File: config.mk
export PLATFORM = sky130hd
export DESIGN_NAME = load_store_unit
export DESIGN_NICKNAME = d
export VERILOG_FILES = /design/src/rtl/lsu_pkg.sv /design/src/rtl/lsu_lane_align.sv /design/src/rtl/load_store_unit.sv
export SDC_FILE = /design/constraint.sdc
export NUM_CORES = 1
export LEC_CHECK = 0
export CORE_ASPECT_RATIO = 2
export CORE_MARGIN = 4
export CORE_UTILIZATION = 40
export DETAILED_ROUTE_END_ITERATION = 10
export GPL_TIMING_DRIVEN = 0
export PLACE_DENSITY = 0.69
export SETUP_SLACK_MARGIN = 0.5
export SYNTH_ARGS = -nofsm -noshare
export SYNTH_HDL_FRONTEND = slang
export SYNTH_SLANG_ARGS = --single-unit
File: constraint.sdc
create_clock -name clk -period 3.98 [get_ports clk]
set_clock_uncertainty 0.2 [all_clocks]
set_input_delay 1.194 -clock clk [delete_from_list [all_inputs] [get_ports clk]]
set_output_delay 1.194 -clock clk [all_outputs]
set_load 0.005 [all_outputs]
File: src/rtl/lsu_pkg.sv
// Shared types for the load/store unit: FSM states, access-size encodings, alignment rule.
// Pure declarations, so there is no latency and no backpressure.
package lsu_pkg;

  typedef enum logic [1:0] {
    IDLE  = 2'd0,
    READ  = 2'd1,
    WRITE = 2'd2,
    RESP  = 2'd3
  } lsu_state_t;

  localparam logic [1:0] SIZE_B = 2'b00;
  localparam logic [1:0] SIZE_H = 2'b01;
  localparam logic [1:0] SIZE_W = 2'b10;

  // Size 2'b11 has no legal encoding, so it is always reported as misaligned.
  function automatic logic is_misaligned(input logic [1:0] size, input logic [1:0] lsb);
    case (size)
      SIZE_B:  return 1'b0;
      SIZE_H:  return lsb[0];
      SIZE_W:  return (lsb != 2'b00);
      default: return 1'b1;
    endcase
  endfunction

endpackage

File: src/rtl/lsu_lane_align.sv
// Little-endian lane extraction/extension for loads and lane merge for sub-word stores.
// Purely combinational (zero latency), so it has no backpressure.
module lsu_lane_align
  import lsu_pkg::*;
#(
  parameter int DATA_WIDTH = 32
) (
  input  logic [DATA_WIDTH-1:0] mem_word,
  input  logic [1:0]            addr_lsb,
  input  logic [1:0]            size,
  input  logic                  is_unsigned,
  input  logic [DATA_WIDTH-1:0] wdata,
  output logic [DATA_WIDTH-1:0] load_data,
  output logic [DATA_WIDTH-1:0] store_word
);

  logic [4:0]            shamt;
  logic [DATA_WIDTH-1:0] shifted;
  logic [DATA_WIDTH-1:0] base_mask;
  logic [DATA_WIDTH-1:0] lane_mask;

  assign shamt   = {addr_lsb, 3'b000};
  assign shifted = mem_word >> shamt;

  always_comb begin
    load_data = mem_word;
    base_mask = '1;
    case (size)
      SIZE_B: begin
        load_data = {{(DATA_WIDTH-8){~is_unsigned & shifted[7]}}, shifted[7:0]};
        base_mask = '0;
        base_mask[7:0] = '1;
      end
      SIZE_H: begin
        load_data = {{(DATA_WIDTH-16){~is_unsigned & shifted[15]}}, shifted[15:0]};
        base_mask = '0;
        base_mask[15:0] = '1;
      end
      default: begin
        load_data = mem_word;
        base_mask = '1;
      end
    endcase
  end

  // Only the addressed lanes take store data; the rest keep the word read back from memory.
  assign lane_mask  = base_mask << shamt;
  assign store_word = (mem_word & ~lane_mask) | ((wdata << shamt) & lane_mask);

endmodule

File: src/rtl/load_store_unit.sv
// Single-outstanding load/store unit: misaligned 1 cycle, load and word store 2, sub-word store 3 (read-modify-write).
// Latency counts cycles from acceptance to the response pulse; Req_Ready_o is high only when idle, so requests stall until the unit is free.
module load_store_unit
  import lsu_pkg::*;
#(
  parameter int DATA_WIDTH = 32,
  parameter int ADDR_WIDTH = 32
) (
  input  logic                  clk,
  input  logic                  reset,
  input  logic                  Req_Valid_i,
  output logic                  Req_Ready_o,
  input  logic                  Req_Write_i,
  input  logic [1:0]            Req_Size_i,
  input  logic                  Req_Unsigned_i,
  input  logic [ADDR_WIDTH-1:0] Req_Address_i,
  input  logic [DATA_WIDTH-1:0] Req_Wdata_i,
  output logic                  Resp_Valid_o,
  output logic [DATA_WIDTH-1:0] Resp_Rdata_o,
  output logic                  Resp_Misaligned_o,
  output logic                  Mem_Read_o,
  output logic                  Mem_Write_o,
  output logic [ADDR_WIDTH-1:0] Mem_Address_o,
  output logic [DATA_WIDTH-1:0] Mem_Write_Data_o,
  input  logic [DATA_WIDTH-1:0] Mem_Read_Data_i
);

  lsu_state_t            state, state_nxt;
  logic                  req_write;
  logic [1:0]            req_size;
  logic                  req_unsigned;
  logic [ADDR_WIDTH-1:0] req_addr;
  logic [DATA_WIDTH-1:0] req_wdata;
  logic                  req_err;
  logic [DATA_WIDTH-1:0] rd_word;
  logic [DATA_WIDTH-1:0] load_data;
  logic [DATA_WIDTH-1:0] store_word;
  logic                  accept;
  logic [ADDR_WIDTH-1:0] word_addr;

  assign accept    = (state == IDLE) && Req_Valid_i;
  assign word_addr = {req_addr[ADDR_WIDTH-1:2], 2'b00};

  always_ff @(posedge clk or negedge reset) begin
    if (!reset) begin
      state <= IDLE;
    end else begin
      state <= state_nxt;
    end
  end

  always_ff @(posedge clk or negedge reset) begin
    if (!reset) begin
      req_write    <= 1'b0;
      req_size     <= 2'b00;
      req_unsigned <= 1'b0;
      req_addr     <= '0;
      req_wdata    <= '0;
      req_err      <= 1'b0;
      rd_word      <= '0;
    end else begin
      if (accept) begin
        req_write    <= Req_Write_i;
        req_size     <= Req_Size_i;
        req_unsigned <= Req_Unsigned_i;
        req_addr     <= Req_Address_i;
        req_wdata    <= Req_Wdata_i;
        req_err      <= is_misaligned(Req_Size_i, Req_Address_i[1:0]);
      end
      if (state == READ) begin
        rd_word <= Mem_Read_Data_i;
      end
    end
  end

  lsu_lane_align #(
    .DATA_WIDTH(DATA_WIDTH)
  ) u_lane_align (
    .mem_word    (rd_word),
    .addr_lsb    (req_addr[1:0]),
    .size        (req_size),
    .is_unsigned (req_unsigned),
    .wdata       (req_wdata),
    .load_data   (load_data),
    .store_word  (store_word)
  );

  // Memory strobes decode straight from state, so an async reset drops them in the same cycle.
  always_comb begin
    state_nxt         = state;
    Req_Ready_o       = 1'b0;
    Resp_Valid_o      = 1'b0;
    Resp_Rdata_o      = '0;
    Resp_Misaligned_o = 1'b0;
    Mem_Read_o        = 1'b0;
    Mem_Write_o       = 1'b0;
    Mem_Address_o     = '0;
    Mem_Write_Data_o  = '0;
    case (state)
      IDLE: begin
        Req_Ready_o = 1'b1;
        if (Req_Valid_i) begin
          if (is_misaligned(Req_Size_i, Req_Address_i[1:0])) begin
            state_nxt = RESP;
          end else if (!Req_Write_i || (Req_Size_i != SIZE_W)) begin
            state_nxt = READ;
          end else begin
            state_nxt = WRITE;
          end
        end
      end
      READ: begin
        Mem_Read_o    = 1'b1;
        Mem_Address_o = word_addr;
        state_nxt     = req_write ? WRITE : RESP;
      end
      WRITE: begin
        Mem_Write_o      = 1'b1;
        Mem_Address_o    = word_addr;
        Mem_Write_Data_o = (req_size == SIZE_W) ? req_wdata : store_word;
        state_nxt        = RESP;
      end
      RESP: begin
        Resp_Valid_o      = 1'b1;
        Resp_Misaligned_o = req_err;
        Resp_Rdata_o      = (req_err || req_write) ? '0 : load_data;
        state_nxt         = IDLE;
      end
      default: state_nxt = IDLE;
    endcase
  end

endmodule

==> results_tabular.tex, run 1 <==
\begin{tabular}{lr}
\hline
Metric & Value \\
\hline
\multicolumn{2}{l}{\textbf{Status}} \\
\quad Outcome & complete, no violations \\
\multicolumn{2}{l}{\textbf{Synthesis}} \\
\quad Combinational family with the most area after synthesis & multiplexers \\
\quad Yosys top cell area share & around 42\% \\
\quad Share of the synthesized netlist area taken by xor and xnor gates & 0\% \\
\quad Compound-gate portion of the synthesized area & approximately 17\% \\
\quad Syn avg cell area & 10.3 µm² \\
\quad Predominant post-synthesis flop cell & dfrtp\_1 \\
\quad Summed instance area of the synthesized netlist & 6090 µm² \\
\quad Cell types with the highest counts after synthesis & dfrtp\_1, mux2\_2, nand2\_1 \\
\quad Sequential fraction of the synthesis area & between 40\% and 50\% \\
\quad Number of instances in the synthesized netlist & between 500 and 600 \\
\quad Share of async-settable or async-resettable flops after synthesis & 100\% \\
\quad Synthesized-area fraction occupied by adder cells & less than 1\% \\
\quad Area contributors post-synth & dfrtp\_1, mux2\_2, mux2i\_1 \\
\quad Most frequently used cell type in the post-synthesis netlist & dfrtp\_1 \\
\quad Mux contribution to synthesized area & between 20\% and 30\% \\
\quad Number of enable-type register cells in the synthesized netlist & 0 \\
\quad Flip-flop and latch count after synthesis & 103 \\
\quad Area share of and/or/nand/nor cells after synthesis & 11.2\% \\
\quad Biggest area consumer among synthesized cells & dfrtp\_1 \\
\quad Total of warnings raised by yosys & 0 \\
\quad Cell variety after synth & 43 \\
\multicolumn{2}{l}{\textbf{Placed design}} \\
\quad Worst Setup Slack post-DPL & -204 ps \\
\quad Cell count after placement & between 900 and 1000 \\
\quad Hpwl dp & around 17 mm \\
\quad Final RePlAce weighted congestion & roughly 0.97 \\
\quad \# port buffers & between 200 and 250 \\
\multicolumn{2}{l}{\textbf{CTS}} \\
\quad H-Tree Depth & 3 \\
\quad Clock Sinks & about 100 \\
\quad Total clock buffers created by CTS & 9 \\
\quad Clk pin slew, worst setup/hold paths & 80 ps \\
\quad Clock tree from TritonCTS & yes \\
\quad Master cell of the clock root buffer & clkbuf\_16 \\
\quad Clock insertion delay at the later pin of the skew report & 350 ps \\
\quad Buffers from clock root to sink, at most & 2 \\
\quad Hold-fix buffers at CTS & 0 \\
\multicolumn{2}{l}{\textbf{Route}} \\
\quad Iteration-0 DRC Markers & roughly 300 \\
\quad Overall via count from detail\_route & a little under 6000 \\
\quad Routed wire length on met2 & 12.7 mm \\
\quad Amount of wire on met3 after detailed routing & $\sim$1.6 mm \\
\quad Uppermost routed layer & met4 \\
\quad Wire length the detailed router placed on met1 & 7.25 mm \\
\quad Average via count per standard cell & 5.52 \\
\quad Detailed-routing iteration count for the pre-antenna-repair pass & 5 \\
\quad Post-Route WL & 23.1 mm \\
\quad Routed wire per std cell & around 22 µm \\
\quad Drt drc & 0 \\
\quad Final ANT Viol Nets & 0 \\
\multicolumn{2}{l}{\textbf{Cells and area}} \\
\quad Ratio of cells with drive above 1 in the final layout & around 38\% \\
\quad Layout overhead on the synthesized area & 56.1\% \\
\quad Diodes inserted & 0 \\
\quad Number of standard cells in the layout, taps in and fillers out & approximately 1100 \\
\quad Filler cell count in the final layout & 1214 \\
\quad Number of nets at the end of the flow & 973 \\
\multicolumn{2}{l}{\textbf{Worst setup path}} \\
\quad Cell depth of the worst flop-to-flop path & 5 \\
\quad Startpoint-to-endpoint class of the critical path & reg2out \\
\quad Data arrival time of the critical path & $\sim$2200 ps \\
\quad Startpoint class of the critical path & register \\
\quad Crit. End Element & output port \\
\quad CP Data Required Time & about 2600 ps \\
\quad CP max FO & 7 \\
\multicolumn{2}{l}{\textbf{Global route}} \\
\quad Global-route total usage across every layer & 25.9\% \\
\quad Antenna violations before repair & 0 \\
\quad Pin count of the biggest net entering global routing & 72 \\
\quad Number of global-route vias before repair & between 6000 and 7000 \\
\quad Global-route wire length before repair & about 34 mm \\
\quad Grt total ovfl & 0 \\
\multicolumn{2}{l}{\textbf{Hold path}} \\
\quad Class of the most critical hold timing path & reg2reg \\
\quad Instance count along the most critical hold path & 1 \\
\multicolumn{2}{l}{\textbf{Floorplanning}} \\
\quad Placement row count & 63 \\
\quad Area of the core & 14900 µm² \\
\quad Width of the die & between 90 and 100 µm \\
\quad Area of the die & $\sim$17000 µm² \\
\quad Y dimension of the die & approximately 180 µm \\
\quad Initial cell density of the core & roughly two fifths \\
\quad Number of primary I/O pins & about 200 \\
\multicolumn{2}{l}{\textbf{STA}} \\
\quad Tcrit/Tclk final & 89.8\% \\
\quad Worst rel slew slack & about three fifths \\
\quad Maximum clock rate & about 280 MHz \\
\quad Unrepaired setup endpoints after global routing & true \\
\quad Sum Neg Setup Slack & 0 ps \\
\quad Count of final max-slew check failures & 0 \\
\quad Tightest Pin Transition & 574 ps \\
\quad Final worst setup slack & approximately 400 ps \\
\quad Hold Violations, Final & 0 \\
\quad Number of setup violations in the final report & 0 \\
\quad Final critical-path required period & around 3600 ps \\
\multicolumn{2}{l}{\textbf{Power}} \\
\quad Internal power contribution & about 0.0048 W \\
\quad Combinational group share of total power & slightly above 60\% \\
\quad Leakage power & about 4.4 nW \\
\quad Net switching fraction of the power & between 40 and 50\% \\
\quad Max IR drop VDD & 496 µV \\
\quad Part of the total power dissipated in sequential elements & between 20\% and 30\% \\
\quad Clock Power Share & between 10\% and 20\% \\
\quad Switching component of the power & between 0.003 and 0.004 W \\
\quad Power per Cell Area & 885 nW/µm² \\
\quad Design Power & 0.00842 W \\
\multicolumn{2}{l}{\textbf{Flow run}} \\
\quad Max-cap violations & 0 \\
\hline
\end{tabular}
-- what timing repair did --
action / 4_1_cts / 5_1_grt
resized for setup: 146 / 174
setup endpoints to repair: 94 / 74
setup buffers: 25 / 31
pin swaps: 16 / 15
gates cloned: 0 / 2
-- layout make-up --
| type | count | area [µm²] | area share [%] |
|---|---|---|---|
| Buffer | 45 | 425 | 4.47 |
| Clock buffer | 9 | 225 | 2.37 |
| Clock inverter | 7 | 63.8 | 0.671 |
| Inverter | 9 | 51.3 | 0.540 |
| Multi-Input combinational cell | 438 | 3530 | 37.2 |
| Sequential cell | 103 | 2580 | 27.1 |
| Tap cell | 195 | 244 | 2.57 |
| Timing Repair Buffer | 260 | 2390 | 25.1 |
-- power by group through the flow --
stage / combinational (W) / clock, W / sequential [W]
floorplan: 0.00265 / 0 / 0.00193
global route: 0.00563 / 0.000944 / 0.00233
detailed placement: 0.00437 / 0 / 0.00223
global placement: 0.00430 / 0 / 0.00221
finish: 0.00525 / 0.000881 / 0.00228
CTS: 0.00479 / 0.000899 / 0.00221
-- per-layer routing --
metal / up-vias / global-route usage (%)
met5: - / 0
met3: 88 / 6.11
met2: 282 / 47.4
li1: 2680 / -
met4: 0 / 16.0
met1: 2836 / 24.9
-- worst paths after layout --
check / startpoint / to / slack [ps]
min in group asynchronous: reset / req_unsigned / 590
max in group asynchronous: reset / req_wdata[1] / 2290
worst min register to register: req_addr[31] / req_addr[31] / 300
worst min-delay path: req_addr[31] / req_addr[31] / 300
worst max register to register: state[1] / rd_word[15] / 1660
worst max-delay path: state[0] / Resp_Rdata_o[22] / 410
-- layout by cell type, fill, tap and decap left out, drive strengths merged, types with 2 or more instances in the layout --
cell,n
dfrtp,103
conb,2
a221oi,15
o22ai,15
o21ai,70
a211oi,2
nand3b,2
nor2,31
nand2,57
nand2b,2
buf,120
a21oi,34
ha,4
and2,33
dlygate4sd2,24
mux2,98
a22oi,10
a31oi,8
inv,13
nor2b,2
dlymetal6s2s,19
nand3,10
clkdlybuf4s50,120
clkinv,2
mux2i,34
clkbuf,30
-- flip-flops by register name, summed over array words and instances, names as in the netlist --
register      count
rd_word          32
req_addr         32
req_err           1
req_size          2
req_unsigned      1
req_wdata        32
req_write         1
state             2
-- worst max-delay path: stages, from the launching register on --
cell,delay [ps]
dfrtp_1,430
ha_2,210
nor3b_4,140
buf_6,120
buf_4,120
and2_4,130
buf_8,130
clkbuf_16,150
buf_4,120
nand2_1,60
o21ai_2,60
dlymetal6s2s_1,150
-- cell families (layout without fill, tap and decap cells) --
kind of cell    Yosys count  count (layout)
simple gates            141             141
buf+inv                  54             330
fa+ha+maj                 4               4
mux                     132             132
compound gates          159             159
flops                   103             103
other cells               1               2
-- stage by stage --
step / hold slack, ps / util, % / area, µm²
CTS: 306 / 60.9 / 9080
global placement: 280 / 56.0 / 8350
global route: 314 / 63.8 / 9510
floorplan: 271 / - / 6090
detailed placement: 288 / 56.2 / 8370
finish: 304 / 63.8 / 9510
(Power assumes the default switching activity.)
==> run 2, diff against run 1 <==
clock period = 3.75 ns   (was 3.98 ns; I/O delays follow)
==> run 2 against run 1 <==
  * Cell area increased by 5.6%
  * Flip-flop and latch count stayed put
  * Utilization increased by 3.6 points
  * Global-route usage rose by 1.4 points
  * Setup slack worse by 98 ps
  * First-iteration DRC count up 44%
  * Hold slack worse by 2.2 ps
  * Highest routed layer unchanged
==> results_tabular.tex, run 2 (same netlist as run 1, synthesis figures left out) <==
\begin{tabular}{lr}
\hline
Metric & Value \\
\hline
\multicolumn{2}{l}{\textbf{STA}} \\
\quad Number of setup violations in the final report & 0 (unchanged) \\
\quad Sum Neg Setup Slack & 0 ps (unchanged) \\
\quad Worst rel slew slack & 62.6\% (+0.81 points) \\
\quad Final critical-path required period & 3440 ps \\
\quad Final hold slack & 302 ps (-2.22 ps) \\
\quad Tightest Pin Transition & 562 ps (-12.1 ps) \\
\quad Maximum clock rate & just under 300 MHz \\
\quad Hold Violations, Final & 0 (unchanged) \\
\quad Count of final max-slew check failures & 0 (unchanged) \\
\quad Tcrit/Tclk final & around nine tenths \\
\quad Unrepaired setup endpoints after global routing & true \\
\multicolumn{2}{l}{\textbf{Worst setup path}} \\
\quad Crit. End Element & output port \\
\quad Data arrival time of the critical path & 2120 ps (-60 ps) \\
\quad Startpoint-to-endpoint class of the critical path & reg2out \\
\quad Startpoint class of the critical path & register \\
\quad CP max FO & 8 (+1) \\
\quad CP Data Required Time & 2420 ps (-170 ps) \\
\quad Setup slack on the worst flop-to-flop path & 1350 ps (-310 ps) \\
\multicolumn{2}{l}{\textbf{Floorplanning}} \\
\quad Area of the core & 14900 µm² (unchanged) \\
\quad Placement row count & 63 (unchanged) \\
\quad Width of the die & 95.2 µm (unchanged) \\
\quad Area of the die & 17400 µm² (unchanged) \\
\quad Number of primary I/O pins & 204 (unchanged) \\
\quad Y dimension of the die & 182 µm (unchanged) \\
\quad Initial cell density of the core & 40.9\% (unchanged) \\
\multicolumn{2}{l}{\textbf{Route}} \\
\quad Post-Route WL & 24.5 mm (+6.0\%) \\
\quad Drt drc & 0 (unchanged) \\
\quad Final ANT Viol Nets & 0 (unchanged) \\
\quad Routed wire per std cell & 22.5 µm (+3.5\%) \\
\quad Average via count per standard cell & 5.65 (+2.4\%) \\
\quad Overall via count from detail\_route & 6166 (+4.8\%) \\
\quad Iteration-0 DRC Markers & 427 (+44\%) \\
\quad Detailed-routing iteration count for the pre-antenna-repair pass & 5 (unchanged) \\
\multicolumn{2}{l}{\textbf{Global route}} \\
\quad Pin count of the biggest net entering global routing & 72 (unchanged) \\
\quad Global-route total usage across every layer & 27.2\% (+1.4 points) \\
\quad Grt total ovfl & 0 (unchanged) \\
\quad Global-route wire length before repair & 35.5 mm (+4.6\%) \\
\quad Antenna violations before repair & 0 (unchanged) \\
\quad Number of global-route vias before repair & 6470 (+3.2\%) \\
\multicolumn{2}{l}{\textbf{CTS}} \\
\quad Clock insertion delay at the later pin of the skew report & 350 ps (about the same) \\
\quad H-Tree Depth & 3 (unchanged) \\
\quad Master cell of the clock root buffer & clkbuf\_16 \\
\quad Total clock buffers created by CTS & 9 (unchanged) \\
\quad Clock Sinks & 103 (unchanged) \\
\quad Buffers from clock root to sink, at most & 2 (unchanged) \\
\quad Clock tree from TritonCTS & yes \\
\quad Clk pin slew, worst setup/hold paths & 80 ps (about the same) \\
\multicolumn{2}{l}{\textbf{Placed design}} \\
\quad Cell count after placement & 992 (unchanged) \\
\quad \# port buffers & 201 (unchanged) \\
\quad Final RePlAce weighted congestion & 0.967 (unchanged) \\
\quad Hpwl dp & 17.3 mm (unchanged) \\
\quad Post-detailed-placement cell area & 8370 µm² (unchanged) \\
\multicolumn{2}{l}{\textbf{Cells and area}} \\
\quad Number of nets at the end of the flow & 998 (+2.6\%) \\
\quad Ratio of cells with drive above 1 in the final layout & 48.2\% (+10 points) \\
\quad Top Registers & rd\_word: 32 flops, req\_addr: 32 flops, req\_wdata: 32 flops \\
\quad Diodes inserted & 0 (unchanged) \\
\quad Most common cell after layout, fill and taps aside & clkdlybuf4s50\_1 \\
\quad Layout overhead on the synthesized area & 64.8\% \\
\quad Commonest non-fill, non-tap cells in the layout & clkdlybuf4s50\_1, dfrtp\_1, mux2\_2 \\
\quad Summed area of non-filler cells in the final layout & 10000 µm² (+5.6\%) \\
\quad Number of standard cells in the layout, taps in and fillers out & 1091 (+2.3\%) \\
\multicolumn{2}{l}{\textbf{Power}} \\
\quad Max IR drop VDD & 553 µV (+11\%) \\
\quad Design Power & 0.00975 W (+16\%) \\
\quad Leakage power & 4.53 nW (+3.1\%) \\
\quad Power per Cell Area & 971 nW/µm² (+9.7\%) \\
\multicolumn{2}{l}{\textbf{Hold path}} \\
\quad Class of the most critical hold timing path & reg2reg \\
\multicolumn{2}{l}{\textbf{Status}} \\
\quad Outcome & complete, no violations \\
\multicolumn{2}{l}{\textbf{Flow run}} \\
\quad Max-cap violations & 0 (unchanged) \\
\hline
\end{tabular}
[run 2: path summary, 6_finish.rpt]
kind	start	to	cells past startpoint
worst min register to register	req_addr[31]	req_addr[31]	1
max in group asynchronous	reset	req_wdata[12]	2
worst min-delay path	req_addr[31]	req_addr[31]	1
worst max-delay path	req_addr[1]	Resp_Rdata_o[21]	9
worst max register to register	state[1]	rd_word[17]	6
min in group asynchronous	reset	req_unsigned	1
[run 2: layout make-up]
cell class / instances / area [µm²]
Clock inverter: 7 / 63.8
Clock buffer: 9 / 225
Multi-Input combinational cell: 439 / 3830
Buffer: 45 / 477
Tap cell: 195 / 244
Inverter: 9 / 60.1
Sequential cell: 103 / 2580
Fill cell: 1133 / 4860
Timing Repair Buffer: 284 / 2560
[run 2: timing repair]
action | in CTS | in global routing
gates cloned | 6 | 1
pin swaps | 31 | 26
gates resized for setup | 412 | 119
hold endpoints to repair | 0 | 0
hold buffers | 0 | 0
endpoints found under the setup margin | 94 | 69
setup buffers | 49 | 27
[run 2: worst max-delay path, cell delays in order, from the launching register on]
cell     delay [ps]
dfrtp_1         380
buf_6           140
buf_4           140
mux2i_1         280
o21ai_2         130
mux2i_4         250
buf_6           160
buf_16          110
o21ai_2          50
buf_2           130
[run 2: report_power, final]
group | internal [W] | total, W | switching (W)
sequential | 0.00168 | 0.00249 | 0.000805
clock | 0.000468 | 0.000931 | 0.000464
combinational | 0.00334 | 0.00632 | 0.00298
[run 2: layer usage]
metal  share of wire [%]  global-route usage, %  routed length (µm)  vias to the layer above
li1                    -                      -                   -                     2728
met1                  31                   25.9                7480                     2963
met2                  54                   48.6               13100                      352
met3                 7.3                   6.31                1790                      123
met4                 8.6                   20.5                2100                        0
met5                   0                      0                   0                        -
[run 2: stage by stage]
stage | util (%) | worst slack, ps
4_1_cts | 63.4 | 335
5_1_grt | 67.4 | 239
2_1_floorplan | - | 842
6_report | 67.4 | 308
3_5_place_dp | 56.2 | -365
3_3_place_gp | 56.0 | -2540
==> run 3, diff against run 2 <==
RECOVER_POWER = 100   (was default)
==> run 3 against run 2 <==
  * The run now ends with capacitance limit, slew limit left
  * Sequential share of layout area up 0.46 points
  * Largest cell class unchanged
  * Via count is 0.94% higher
  * Setup slack got worse by 84 ps
==> results_tabular.tex, run 3 (same netlist as run 1, synthesis figures left out) <==
\begin{tabular}{lr}
\hline
Metric & Value \\
\hline
\multicolumn{2}{l}{\textbf{Cells and area}} \\
\quad Number of nets at the end of the flow & 998 (unchanged) \\
\quad Number of standard cells in the layout, taps in and fillers out & 1091 (unchanged) \\
\quad Layout overhead on the synthesized area & 61.9\% \\
\quad Filler cell count in the final layout & 1179 (+4.1\%) \\
\quad Total area of multi-input combinational cells & 3730 µm² (-2.5\%) \\
\quad Top Registers & rd\_word: 32 flops, req\_addr: 32 flops, req\_wdata: 32 flops \\
\quad Commonest non-fill, non-tap cells in the layout & dfrtp\_1, clkdlybuf4s50\_1, mux2\_2 \\
\quad Ratio of cells with drive above 1 in the final layout & 42.7\% (-5.5 points) \\
\quad Diodes inserted & 0 (unchanged) \\
\quad Most common cell after layout, fill and taps aside & dfrtp\_1 \\
\quad Sequential cell area in the final layout & 2580 µm² (unchanged) \\
\multicolumn{2}{l}{\textbf{Floorplanning}} \\
\quad Number of primary I/O pins & 204 (unchanged) \\
\quad Area of the core & 14900 µm² (unchanged) \\
\quad Initial cell density of the core & 40.9\% (unchanged) \\
\quad Placement row count & 63 (unchanged) \\
\quad Y dimension of the die & 182 µm (unchanged) \\
\quad Area of the die & 17400 µm² (unchanged) \\
\quad Width of the die & 95.2 µm (unchanged) \\
\multicolumn{2}{l}{\textbf{Placed design}} \\
\quad Worst Setup Slack post-DPL & -365 ps (unchanged) \\
\quad \# port buffers & 201 (unchanged) \\
\quad Cell count after placement & 992 (unchanged) \\
\quad Final RePlAce weighted congestion & 0.967 (unchanged) \\
\quad Hpwl dp & 17.3 mm (unchanged) \\
\multicolumn{2}{l}{\textbf{STA}} \\
\quad Final worst setup slack & 224 ps (-83.5 ps) \\
\quad Final critical-path required period & 3530 ps (+83.5 ps) \\
\quad Unrepaired setup endpoints after global routing & true \\
\quad Maximum clock rate & 284 MHz (-2.4\%) \\
\quad Hold Violations, Final & 0 (unchanged) \\
\quad Tightest Pin Transition & 2010 ps (+1450 ps) \\
\quad Count of final max-slew check failures & 33 (+33) \\
\quad Number of setup violations in the final report & 0 (unchanged) \\
\quad Final hold slack & 307 ps (+5.26 ps) \\
\quad Worst rel slew slack & -33.8\% (-96 points) \\
\quad Tcrit/Tclk final & 94.0\% (+2.2 points) \\
\multicolumn{2}{l}{\textbf{CTS}} \\
\quad Clock Sinks & 103 (unchanged) \\
\quad Clock tree from TritonCTS & yes \\
\quad Clk pin slew, worst setup/hold paths & 70 ps (about the same) \\
\quad Clock insertion delay at the later pin of the skew report & 350 ps (about the same) \\
\quad Total clock buffers created by CTS & 9 (unchanged) \\
\quad H-Tree Depth & 3 (unchanged) \\
\quad Master cell of the clock root buffer & clkbuf\_16 \\
\quad Hold-fix buffers at CTS & 0 (unchanged) \\
\quad Buffers from clock root to sink, at most & 2 (unchanged) \\
\multicolumn{2}{l}{\textbf{Power}} \\
\quad Max IR drop VDD & 546 µV (-1.2\%) \\
\quad Leakage power & 4.36 nW (-3.8\%) \\
\quad Part of the total power dissipated in sequential elements & 26.2\% (+0.7 points) \\
\quad Net switching fraction of the power & 43.9\% (+0.30 points) \\
\quad Clock Power Share & 9.8\% (+0.2 points) \\
\quad Power per Cell Area & 964 nW/µm² (-0.73\%) \\
\quad Combinational group share of total power & 64.0\% (-0.9 points) \\
\quad Internal power contribution & 0.00533 W (-3.0\%) \\
\quad Switching component of the power & 0.00417 W (-1.8\%) \\
\multicolumn{2}{l}{\textbf{Worst setup path}} \\
\quad Setup slack on the worst flop-to-flop path & 1080 ps (-270 ps) \\
\quad Startpoint class of the critical path & register \\
\quad Delay of the slowest cell on the worst path & 410 ps (+30 ps) \\
\quad Crit. End Element & output port \\
\quad Startpoint-to-endpoint class of the critical path & reg2out \\
\quad Data arrival time of the critical path & 2200 ps (+80 ps) \\
\quad Buf+Inv Stages, Crit Path & 4 (-1) \\
\quad Crit-path leading delay family & compound AO/OA/AOI/OAI gates \\
\quad CP Data Required Time & 2420 ps (about the same) \\
\quad Crit-path slowest cell & dfrtp\_1 \\
\quad Cell with the most instances on the worst path & buf\_6 \\
\quad Cell depth of the worst flop-to-flop path & 6 (unchanged) \\
\quad Worst path cell trace & buf\_6, mux2i\_4, a22oi\_4, buf\_6, o211ai\_2, buf\_6, a22oi\_2, buf\_2 \\
\quad Worst reg2reg path endpoint & rd\_word[17] \\
\quad Reg-to-reg critical path startpoint & state[1] \\
\quad CP max FO & 7 (-1) \\
\multicolumn{2}{l}{\textbf{Flow run}} \\
\quad Max-cap violations & 1 (+1) \\
\multicolumn{2}{l}{\textbf{Global route}} \\
\quad Global-route wire length before repair & 35.5 mm (unchanged) \\
\quad Grt total ovfl & 0 (unchanged) \\
\quad Number of global-route vias before repair & 6470 (unchanged) \\
\quad Pin count of the biggest net entering global routing & 72 (unchanged) \\
\quad Antenna violations before repair & 0 (unchanged) \\
\quad Global-route total usage across every layer & 27.2\% (unchanged) \\
\multicolumn{2}{l}{\textbf{Hold path}} \\
\quad HP Start & req\_addr[17] \\
\quad Sink of the worst hold path & req\_addr[17] \\
\quad Class of the most critical hold timing path & reg2reg \\
\quad Instance count along the most critical hold path & 1 (unchanged) \\
\multicolumn{2}{l}{\textbf{Status}} \\
\quad Failing checks & capacitance limit, slew limit \\
\quad Outcome & finished, violations left \\
\multicolumn{2}{l}{\textbf{Route}} \\
\quad Final ANT Viol Nets & 0 (unchanged) \\
\quad Detailed-routing iteration count for the pre-antenna-repair pass & 5 (unchanged) \\
\quad Average via count per standard cell & 5.70 (+0.94\%) \\
\quad Drt drc & 0 (unchanged) \\
\quad Overall via count from detail\_route & 6224 (+0.94\%) \\
\quad Iteration-0 DRC Markers & 343 (-20\%) \\
\quad Routed wire per std cell & 22.5 µm (+0.22\%) \\
\quad Post-Route WL & 24.6 mm (+0.22\%) \\
\hline
\end{tabular}
-- run 3: cell count changes in the layout (fill, tap and decap cells not counted), sizes merged --
cell | before | now
buf | 175 | 132
clkbuf | 23 | 66
clkdlybuf4s25 | 0 | 4
clkdlybuf4s50 | 107 | 101
dlygate4sd3 | 0 | 6
dlymetal6s2s | 8 | 4
-- run 3: worst max-delay path by stage --
stage                            from                    to  cells after the start
after floorplan              state[0]  Mem_Write_Data_o[16]                      7
after global placement          reset          req_wdata[1]                      1
after detailed placement     state[0]  Mem_Write_Data_o[20]                      8
after CTS                 req_size[1]   Mem_Write_Data_o[8]                      8
after global routing      req_addr[1]      Resp_Rdata_o[28]                      9
final                     req_addr[0]      Resp_Rdata_o[15]                      8
-- run 3: layer usage --
layer | GRT usage [%] | share of wire (%) | vias up
li1 | - | - | 2730
met1 | 25.9 | 31 | 2993
met2 | 48.6 | 53 | 374
met3 | 6.31 | 7.2 | 127
met4 | 20.5 | 8.5 | 0
met5 | 0 | 0 | -
-- run 3: worst reg2reg max path: stages, from the launching register on --
cell,delay [ps]
dfrtp_1,410
clkbuf_4,150
inv_1,90
ha_1,170
clkbuf_1,450
clkbuf_1,660
mux2_2,430
-- run 3: final cells by class --
class | instances | area share [%]
Tap cell | 195 | 2.47
Timing Repair Buffer | 284 | 25.3
Multi-Input combinational cell | 439 | 37.9
Inverter | 9 | 0.584
Sequential cell | 103 | 26.1
Clock inverter | 7 | 0.647
Clock buffer | 9 | 2.28
Buffer | 45 | 4.71
-- run 3: repair_timing --
item / 4_1_cts / 5_1_grt
hold endpoints to repair: 0 / 0
setup endpoints to repair: 94 / 69
gates cloned: 6 / 1
pin swaps: 31 / 26
resized for setup: 412 / 119
buffers inserted: 49 / 27
-- run 3: through the flow --
stage	cell area (µm²)	total power (W)	util (%)	TNS, ps
finish	9860	0.00950	66.2	0
global route	9860	0.00997	66.2	0
CTS	9440	0.00892	63.4	0
detailed placement	8370	0.00701	56.2	-2540
global placement	8350	0.00690	56.0	-262460
floorplan	6090	0.00486	-	0
-- run 3: power by group through the flow --
stage / combinational [W] / clock, W / sequential [W]
after floorplan: 0.00282 / 0 / 0.00205
after global placement: 0.00456 / 0 / 0.00235
after detailed placement: 0.00464 / 0 / 0.00237
after CTS: 0.00557 / 0.000955 / 0.00239
after global routing: 0.00644 / 0.00100 / 0.00253
final: 0.00608 / 0.000933 / 0.00249
